`config.mk`:
```
export PLATFORM = sky130hd
export DESIGN_NAME = bit_sync_flat
export DESIGN_NICKNAME = d
export VERILOG_FILES = /design/src/rtl/bit_sync_pkg.sv /design/src/rtl/bit_sync_if.sv /design/src/rtl/bit_sync_sync2_edge.sv /design/src/rtl/bit_sync.sv /design/src/flat_wrapper.sv
export SDC_FILE = /design/constraint.sdc
export NUM_CORES = 1
export LEC_CHECK = 0
export ABC_AREA = 1
export ABC_CLOCK_PERIOD_IN_PS = 4300
export CORE_MARGIN = 2
export CORE_UTILIZATION = 57
export DETAILED_ROUTE_END_ITERATION = 6
export GPL_ROUTABILITY_DRIVEN = 0
export PLACE_DENSITY = 0.81
export RECOVER_POWER = 25
export SETUP_SLACK_MARGIN = 0.15
export SLEW_MARGIN = 20
export SYNTH_ARGS = -nofsm -noshare
export SYNTH_HDL_FRONTEND = slang
export SYNTH_HIERARCHICAL = 1
export SYNTH_SLANG_ARGS = --single-unit
```
`constraint.sdc`:
```
create_clock -name clk_1 -period 4.3 [get_ports clk_1]
set_input_delay 0.86 -clock clk_1 [delete_from_list [all_inputs] [get_ports clk_1]]
set_output_delay 0.86 -clock clk_1 [all_outputs]
set_load 0.005 [all_outputs]
```
`src/rtl/bit_sync_pkg.sv`:
```
// Shared receive/transmit clocking definitions: symbol rate defaults,
// the bit synchronizer state set and a phase tolerance helper.
package bit_sync_pkg;

  localparam int OSR_DEFAULT   = 128;
  localparam int CNT_W_DEFAULT = $clog2(OSR_DEFAULT);

  typedef enum logic [1:0] {
    IDLE    = 2'd0,
    ACQUIRE = 2'd1,
    TRACK   = 2'd2
  } bs_state_e;

  // True when a signed phase error lies inside the on-time window.
  function automatic logic within_tol(input int err, input int tol);
    return (err <= tol) && (err >= -tol);
  endfunction

endpackage

```
`src/rtl/bit_sync_if.sv`:
```
// Serial line in, recovered bit stream / symbol clock / lock out.
// master = bit_sync, slave = line driver plus downstream framing.
interface bit_sync_if;
  import bit_sync_pkg::*;

  logic din;
  logic enable;
  logic data_out;
  logic data_valid;
  logic clk_rec;
  logic locked;

  modport master (
    input  din,
    input  enable,
    output data_out,
    output data_valid,
    output clk_rec,
    output locked
  );

  modport slave (
    output din,
    output enable,
    input  data_out,
    input  data_valid,
    input  clk_rec,
    input  locked
  );

endinterface

```
`src/rtl/bit_sync_sync2_edge.sv`:
```
// sync2_edge: two-flop synchronizer for an asynchronous level plus a
// transition detector on the synchronized value.
module sync2_edge
  import bit_sync_pkg::*;
(
  input  logic clk_1,
  input  logic reset,
  input  logic async_in,
  output logic sync_pre,
  output logic edge_det
);

  logic meta_q, meta_d;
  logic sync_q, sync_d;
  logic dly_q,  dly_d;

  always_comb begin
    meta_d = async_in;
    sync_d = meta_q;
    dly_d  = sync_q;
  end

  always_ff @(posedge clk_1 or negedge reset) begin
    if (!reset) begin
      meta_q <= 1'b0;
      sync_q <= 1'b0;
      dly_q  <= 1'b0;
    end else begin
      meta_q <= meta_d;
      sync_q <= sync_d;
      dly_q  <= dly_d;
    end
  end

  // sync_pre is the value sync_q takes next cycle; only feed it to flops.
  assign sync_pre = meta_q;
  assign edge_det = sync_q ^ dly_q;

endmodule

```
`src/rtl/bit_sync.sv`:
```
// bit_sync: oversampling bit synchronizer and symbol clock recoverer.
// A phase counter is nudged one cycle per edge toward the line transitions.
module bit_sync
  import bit_sync_pkg::*;
#(
  parameter int OSR      = OSR_DEFAULT,
  parameter int CNT_W    = CNT_W_DEFAULT,
  parameter int TOL      = 2,
  parameter int LOCK_CNT = 8,
  parameter int MAX_RUN  = 32
) (
  input  logic       clk_1,
  input  logic       reset,
  bit_sync_if.master bus
);

  localparam int GOOD_W = $clog2(LOCK_CNT + 1);
  localparam int RUN_W  = $clog2(MAX_RUN + 1);
  localparam logic [CNT_W-1:0]  PHASE_HALF = CNT_W'(OSR / 2);
  localparam logic [CNT_W-1:0]  PHASE_LAST = CNT_W'(OSR - 1);
  localparam logic [GOOD_W-1:0] GOOD_MAX   = GOOD_W'(LOCK_CNT);
  localparam logic [RUN_W-1:0]  RUN_LAST   = RUN_W'(MAX_RUN - 1);

  bs_state_e         state_q, state_d;
  logic [CNT_W-1:0]  phase_q, phase_d;
  logic [GOOD_W-1:0] good_cnt_q, good_cnt_d;
  logic [RUN_W-1:0]  run_cnt_q, run_cnt_d;
  logic              locked_q, locked_d;
  logic              data_out_q, data_out_d;
  logic              data_valid_q, data_valid_d;
  logic              clk_rec_q, clk_rec_d;
  logic              din_pre_s;
  logic              edge_s;
  int                phase_err;

  sync2_edge u_sync (
    .clk_1    (clk_1),
    .reset    (reset),
    .async_in (bus.din),
    .sync_pre (din_pre_s),
    .edge_det (edge_s)
  );

  // Next state, phase correction and lock/timeout bookkeeping.
  always_comb begin
    state_d    = state_q;
    phase_d    = phase_q;
    good_cnt_d = good_cnt_q;
    run_cnt_d  = run_cnt_q;
    // Reading the phase as two's complement gives p or p-OSR directly.
    phase_err  = int'($signed(phase_q));

    if (!bus.enable) begin
      state_d    = IDLE;
      phase_d    = '0;
      good_cnt_d = '0;
      run_cnt_d  = '0;
    end else begin
      case (state_q)
        IDLE: begin
          state_d    = ACQUIRE;
          phase_d    = '0;
          good_cnt_d = '0;
          run_cnt_d  = '0;
        end
        ACQUIRE: begin
          phase_d = '0;
          if (edge_s) begin
            // Hard alignment: the edge cycle itself is phase 0.
            state_d    = TRACK;
            phase_d    = CNT_W'(1);
            good_cnt_d = GOOD_W'(1);
            run_cnt_d  = '0;
          end else begin
            run_cnt_d = '0;
          end
        end
        TRACK: begin
          if (edge_s) begin
            run_cnt_d = '0;
            if (phase_err > 0) begin
              phase_d = phase_q;
            end else if (phase_err < 0) begin
              phase_d = phase_q + CNT_W'(2);
            end else begin
              phase_d = phase_q + CNT_W'(1);
            end
            if (within_tol(phase_err, TOL)) begin
              if (good_cnt_q != GOOD_MAX) begin
                good_cnt_d = good_cnt_q + GOOD_W'(1);
              end else begin
                good_cnt_d = good_cnt_q;
              end
            end else begin
              good_cnt_d = '0;
            end
          end else begin
            phase_d = phase_q + CNT_W'(1);
            if (phase_q == PHASE_LAST) begin
              if (run_cnt_q == RUN_LAST) begin
                state_d    = ACQUIRE;
                phase_d    = '0;
                run_cnt_d  = '0;
                good_cnt_d = '0;
              end else begin
                run_cnt_d = run_cnt_q + RUN_W'(1);
              end
            end else begin
              run_cnt_d = run_cnt_q;
            end
          end
        end
        default: begin
          state_d    = IDLE;
          phase_d    = '0;
          good_cnt_d = '0;
          run_cnt_d  = '0;
        end
      endcase
    end

    locked_d     = (good_cnt_d == GOOD_MAX);
    // Outputs are decoded from next state so the registers line up with phase_q.
    data_valid_d = (state_d == TRACK) && (phase_d == PHASE_HALF);
    clk_rec_d    = (state_d == TRACK) && phase_d[CNT_W-1];
    if (!bus.enable) begin
      data_out_d = 1'b0;
    end else if (data_valid_d) begin
      data_out_d = din_pre_s;
    end else begin
      data_out_d = data_out_q;
    end
  end

  // State and output registers.
  always_ff @(posedge clk_1 or negedge reset) begin
    if (!reset) begin
      state_q      <= IDLE;
      phase_q      <= '0;
      good_cnt_q   <= '0;
      run_cnt_q    <= '0;
      locked_q     <= 1'b0;
      data_out_q   <= 1'b0;
      data_valid_q <= 1'b0;
      clk_rec_q    <= 1'b0;
    end else begin
      state_q      <= state_d;
      phase_q      <= phase_d;
      good_cnt_q   <= good_cnt_d;
      run_cnt_q    <= run_cnt_d;
      locked_q     <= locked_d;
      data_out_q   <= data_out_d;
      data_valid_q <= data_valid_d;
      clk_rec_q    <= clk_rec_d;
    end
  end

  assign bus.data_out   = data_out_q;
  assign bus.data_valid = data_valid_q;
  assign bus.clk_rec    = clk_rec_q;
  assign bus.locked     = locked_q;

endmodule

```
`src/flat_wrapper.sv`:
```
// flat-port wrapper written by rule: the top's interface ports become plain ports
module bit_sync_flat import bit_sync_pkg::*;
#(
  parameter int OSR      = OSR_DEFAULT,
  parameter int CNT_W    = CNT_W_DEFAULT,
  parameter int TOL      = 2,
  parameter int LOCK_CNT = 8,
  parameter int MAX_RUN  = 32
)
  (clk_1, reset, bus_din, bus_enable, bus_data_out, bus_data_valid, bus_clk_rec, bus_locked);
  bit_sync_if bus_i ();
  input  logic clk_1;
  input  logic reset;
  input wire logic [$bits(bus_i.din)-1:0] bus_din;
  input wire logic [$bits(bus_i.enable)-1:0] bus_enable;
  output wire logic [$bits(bus_i.data_out)-1:0] bus_data_out;
  output wire logic [$bits(bus_i.data_valid)-1:0] bus_data_valid;
  output wire logic [$bits(bus_i.clk_rec)-1:0] bus_clk_rec;
  output wire logic [$bits(bus_i.locked)-1:0] bus_locked;
  assign bus_i.din = bus_din;
  assign bus_i.enable = bus_enable;
  assign bus_data_out = bus_i.data_out;
  assign bus_data_valid = bus_i.data_valid;
  assign bus_clk_rec = bus_i.clk_rec;
  assign bus_locked = bus_i.locked;
  bit_sync #(.OSR(OSR), .CNT_W(CNT_W), .TOL(TOL), .LOCK_CNT(LOCK_CNT), .MAX_RUN(MAX_RUN)) u_core (.clk_1(clk_1), .reset(reset), .bus(bus_i));
endmodule
```
======== Yosys cells after proc, flatten, opt, wreduce, memory -nomap -nowiden ========
Cells that the tools add are included.
storage, ports and cells
  word-level logic and storage cells ...... 63
  flip-flop bits (word level) ............. 26
  memory bits (read-only) ................. 0
  memories ................................ 0
  output and inout bits ................... 4
  memory bits (writable) .................. 0
  bits in latches ......................... 0
  input port bits ......................... 4
operators by class
  bitwise gates (word level) .............. 1
  $add $sub $neg .......................... 4
  $mul .................................... 0
  mux-type cells .......................... 29
  reductions and logical operators ........ 4
  divide/modulo/power cells ............... 0
  shift-type cells ........................ 0
  equality and inequality tests ........... 10
  $lt $le $gt $ge ......................... 4
operator list
  kind                                                           count
  two-way mux 7 bit                                              6
  two-way mux 6 bit                                              5
  two-way mux 4 bit                                              7
  equality test 7 bit, second input constant                     2
  case mux 7 bit (2 select lines)                                1
  two-way mux 2 bit                                              5
  case mux 4 bit (2 select lines)                                1
  adder 7 x 1 -> 7 bit, second input constant                    1
  adder 7 x 2 -> 7 bit, second input constant                    1
  >= comparator 7 x 2 -> 1 bit, second input constant            1
  greater-than comparator 7 x 1 -> 1 bit, second input constant  1
  <= comparator 7 x 3 -> 1 bit, second input constant            1
  less-than comparator 7 x 1 -> 1 bit, second input constant     1
  adder 6 x 1 -> 6 bit, second input constant                    1
  equality test 6 x 5 -> 1 bit, second input constant            1
  case mux 2 bit (3 select lines)                                1
  adder 4 x 1 -> 4 bit, second input constant                    1
  equality test 2 bit, second input constant                     2
  equality test 4 bit, second input constant                     1
  != test 4 x 2 -> 1 bit, second input constant                  1
  != test 4 bit, second input constant                           1
  logical AND 1 bit                                              3
  two-way mux 1 bit                                              3
  equality test 2 x 1 -> 1 bit, second input constant            1
  other kinds (3)                                                3

======== Logic depth before layout (Yosys ltp) ========
  word-level depth ........................ 10
  gate-level depth with buffers ........... 16
  depth with buffers taken out ............ 16

======== Hierarchy ========
Netlist, hierarchy kept.
modules (own cells, without submodules)
  module      area each (um^2)  cells an instance  instances  seq. area each (um^2)
  bit_sync    1,746.7           243                1          575.6
  sync2_edge  93.8              8                  1          75.1

======== Worst setup path before layout ========
No wires, ideal clock.
  path kind ............................... in2reg
  from .................................... in bus_enable
  to ...................................... reg u_core.data_out_q, in the netlist u_core/bus.data_out
  setup time .............................. 118 ps
  data required time ...................... 4,182 ps
  data arrival time ....................... 1,890 ps
  stages .................................. 13
  slack ................................... 2,292 ps
  path buffers ............................ 0
  cells stage by stage .................... nand2_1 nor2_4 inv_2 nor2_1 nand2_1 nor2_1 nand2_1 nor2_2 nand2_1 nor2_2 nand2_2 nor2_1 nor2_2
between the ends
  longest elaborated chain between the ends .. 4
  elaborated cells between the ends (all ways) .. 7
  those cells by class .................... 3 x eq/ne; 3 x mux; 1 x reduce/logical
ends and longest elaborated chain
  what                                                               RTL line            RTL
  start, declared                                                    flat_wrapper.sv:15  input wire logic [$bits(bus_i.enable)-1:0] bus_enable;
  two-way mux 7 bit / two-way mux 2 bit (equally long branches)      bit_sync.sv:53      if (!bus.enable) begin
  equality test 7 bit / equality test 2 bit (equally long branches)  bit_sync.sv:124     data_valid_d = (state_d == TRACK) && (phase_d == PHASE_HALF);
  logical AND 1 bit                                                  bit_sync.sv:124
  != test 2 x 1 -> 1 bit (no source line)                            --
  end signal, assigned                                               bit_sync.sv:152     data_out_q <= data_out_d;
  end, declared                                                      bit_sync.sv:29      logic data_out_q, data_out_d;
Parallel ways exist; a longest one is shown, timed or not.
A chain may end at the register's enable or synchronous reset.

======== Worst setup path after layout ========
Same ends and word-level chain as after synthesis.

==> results.json <==
{
  "status": "finished, final reports clean",
  "clk_pin_slew_ps": 140,
  "antenna_cells": 0,
  "dr.pass1.iters": 4,
  "seq_power_share_pct": 54.8,
  "power_density_nw_per_um2": 227,
  "crit_required_ps": 4530,
  "worstHoldEndpoint": "u_core/u_sync/dly_d",
  "htree_levels": 1,
  "power_frac_clock_pct": 36.3,
  "rr_endpoint": "u_core/bus.data_out",
  "synth_cell_type_count": 32,
  "clockBufferDepth": 2,
  "crit_path_end_kind": "flop",
  "routed_wl_um": 3540,
  "async_reset_ff_share_pct": 100,
  "setup-tns-final_ps": 0,
  "synth.top_cell.area_share_pct": 35.4,
  "synth_area_um2": 1840,
  "grt_setup_unrepaired": "false",
  "post-cts-setup-buffers": 0,
  "cts_sinks": 26,
  "drc_errors": 0,
  "ys_seq_area_share_pct": 35.4,
  "min_path_cells": 0,
  "synth-edff-count": 0,
  "hold_viol": 0,
  "drive_gt1_share_pct": 13.0,
  "ir_drop_mv": 0.214,
  "power.leakage_uw": 0.00104,
  "grt_first_pass_wirelength_um": 6110,
  "core_area_um2": 3050,
  "postSynthCellCount": 251,
  "post-route-period-util_pct": 55.3,
  "grtUsageTotal_pct": 22.3,
  "r2r_cells": 14,
  "ctsResizeCount": 0,
  "dr_total_vias": 1557,
  "final_max_slew_viol_count": 0,
  "grt_pass1_vias": 1388,
  "hold_start": "u_core/u_sync/sync_pre",
  "io_buffers": 7,
  "syn_nets": 267,
  "critical_path_class": "in2reg",
  "finish.utilization_pct": 65.8,
  "synth_area_leader_cell": "dfrtp_1",
  "worstMarginPinSlew_ps": 1390,
  "syn2layout_area_growth_pct": 9.18,
  "die_h_um": 60.8,
  "start_util_pct": 60.3,
  "skew_ps": 5.59,
  "fp.dieW_um": 60.8,
  "ios": 8,
  "ys_warn_count": 6,
  "p_comb_share_pct": 8.8,
  "grt_start_max_net_pins": 27,
  "ys_seq_elements": 26,
  "max_freq_mhz": 420,
  "reg2reg_setup_slack_ps": 2150,
  "dp_hpwl_um": 2720,
  "finalSetupViolCount": 0,
  "drtIter0Drc": 83,
  "switching_share_pct": 22.5,
  "hold_path_class": "reg2reg",
  "start_kind": "primary input",
  "synthTopCellsByCount": "nand2_1, inv_1, dfrtp_1",
  "worstPathMaxFanout": 5,
  "via_per_inst": 5.10,
  "synth_top_flop_cell": "dfrtp_1",
  "power.switching_uw": 103,
  "hold_buffers": 0,
  "cts_inserted_buffers": 3,
  "synth_most_common_cell": "nand2_1",
  "rows": 20,
  "root_buffer": "clkbuf_4",
  "die-area_um2": 3700,
  "antenna_left": 0,
  "final_nets": 278,
  "synthTopCellsByArea": "dfrtp_1, nand2_1, ha_1",
  "avgSynthCellArea_um2": 7.33,
  "power.total_uw": 457,
  "num-fill-cells": 280,
  "drv_cap": 0,
  "period_needed_ps": 2380,
  "grt_overflow": 0,
  "clock_latency_ps": 320,
  "wire_per_inst_um": 11.6,
  "slew_headroom_pct": 7.39,
  "antenna_found_initial": 0,
  "arrival_ps": 2610,
  "cts_tree": "built",
  "p_int_uw": 354,
  "r2r-start": "u_core/u_sync/dly_d"
}
## critical path: stages
cell,delay [ps]
clkdlybuf4s50_1,490
nand2_1,130
nor2_4,190
inv_2,60
nor2_1,80
nand2_1,50
nor2_1,80
nand2_1,100
nor2_2,140
nand2_1,90
nor2_2,100
nand2_2,70
nor2_1,120
nor2_2,50
## through the flow
stage / setup WS (ps) / hold WS, ps / cells / instance area, µm²
final: 1920 / 397 / 305 / 2010
after global placement: 1690 / 384 / 301 / 1960
after CTS: 1920 / 402 / 305 / 2010
after global routing: 1820 / 407 / 305 / 2010
after floorplan: 2290 / 354 / 251 / 1840
after detailed placement: 1620 / 369 / 301 / 1960
## registers in the layout, indices dropped and copies added (netlist names)
signal / flops
u_core/phase_q: 7
u_core/run_cnt_q: 6
u_core/good_cnt_q: 4
u_core/state_q: 2
u_core/bus.clk_rec: 1
u_core/bus.data_out: 1
u_core/bus.data_valid: 1
u_core/bus.locked: 1
u_core/u_sync/dly_d: 1
u_core/u_sync/dly_q: 1
u_core/u_sync/sync_pre: 1
## metal layers
layer | GRT usage (%) | vias up | share of wire, %
met5 | 0 | - | 0
li1 | - | 809 | -
met4 | 7.45 | 0 | 1.0
met3 | 2.56 | 4 | 3.3
met1 | 31.8 | 710 | 50
met2 | 35.6 | 34 | 46
## cell families after synthesis
group / Yosys count / synth area share [%]
AND/OR/NAND/NOR: 137 / 36.6
buffers and inverters: 45 / 9.45
AO/OA/AOI/OAI: 27 / 8.57
flip-flops: 26 / 35.3
adder cells (fa/ha/maj): 12 / 8.16
XOR/XNOR: 4 / 1.90
## power groups by stage
stage	Clock [µW]	Combinational, µW	Sequential (µW)
after detailed placement	0	41.0	255
final	166	40.4	251
after global routing	180	45.9	251
after global placement	0	40.6	255
after floorplan	0	27.1	255
after CTS	169	41.2	251
## placed cells by master, fill, tap and decap left out, drive strengths merged
cell type       n
nand3          17
o41ai           1
inv            43
nor4            1
nor3            4
dlygate4sd3     2
a31o            1
nand3b          2
ha             12
a32oi           1
nand4           3
clkbuf          4
a21oi          12
nor2           34
a32o            1
a21o            1
bufinv          1
clkdlybuf4s50   5
dfrtp          26
nand2          74
or2             2
xor2            2
xnor2           2
o21ai          10
## worst max path at each step
stage / start / end / slack (ps) / cells after the start
final: bus_enable / u_core/bus.data_out / 1920 / 14
after global routing: reset / u_core/phase_q[0] / 1820 / 2
after CTS: bus_enable / u_core/bus.data_out / 1920 / 14
after detailed placement: bus_enable / u_core/bus.data_out / 1620 / 14
after global placement: bus_enable / u_core/bus.data_out / 1690 / 14
after floorplan: bus_enable / u_core/bus.data_out / 2290 / 13
## final cells by class
type	count	area, µm²	area share (%)
clock inverters	1	30.0	1.49
multi-input cells	180	1020	50.6
well taps	44	55.1	2.74
flip-flops and latches	26	651	32.4
repair buffers	8	73.8	3.67
inverters	43	161	8.03
clock buffers	3	22.5	1.12
Power figures use the tool's default switching activity.
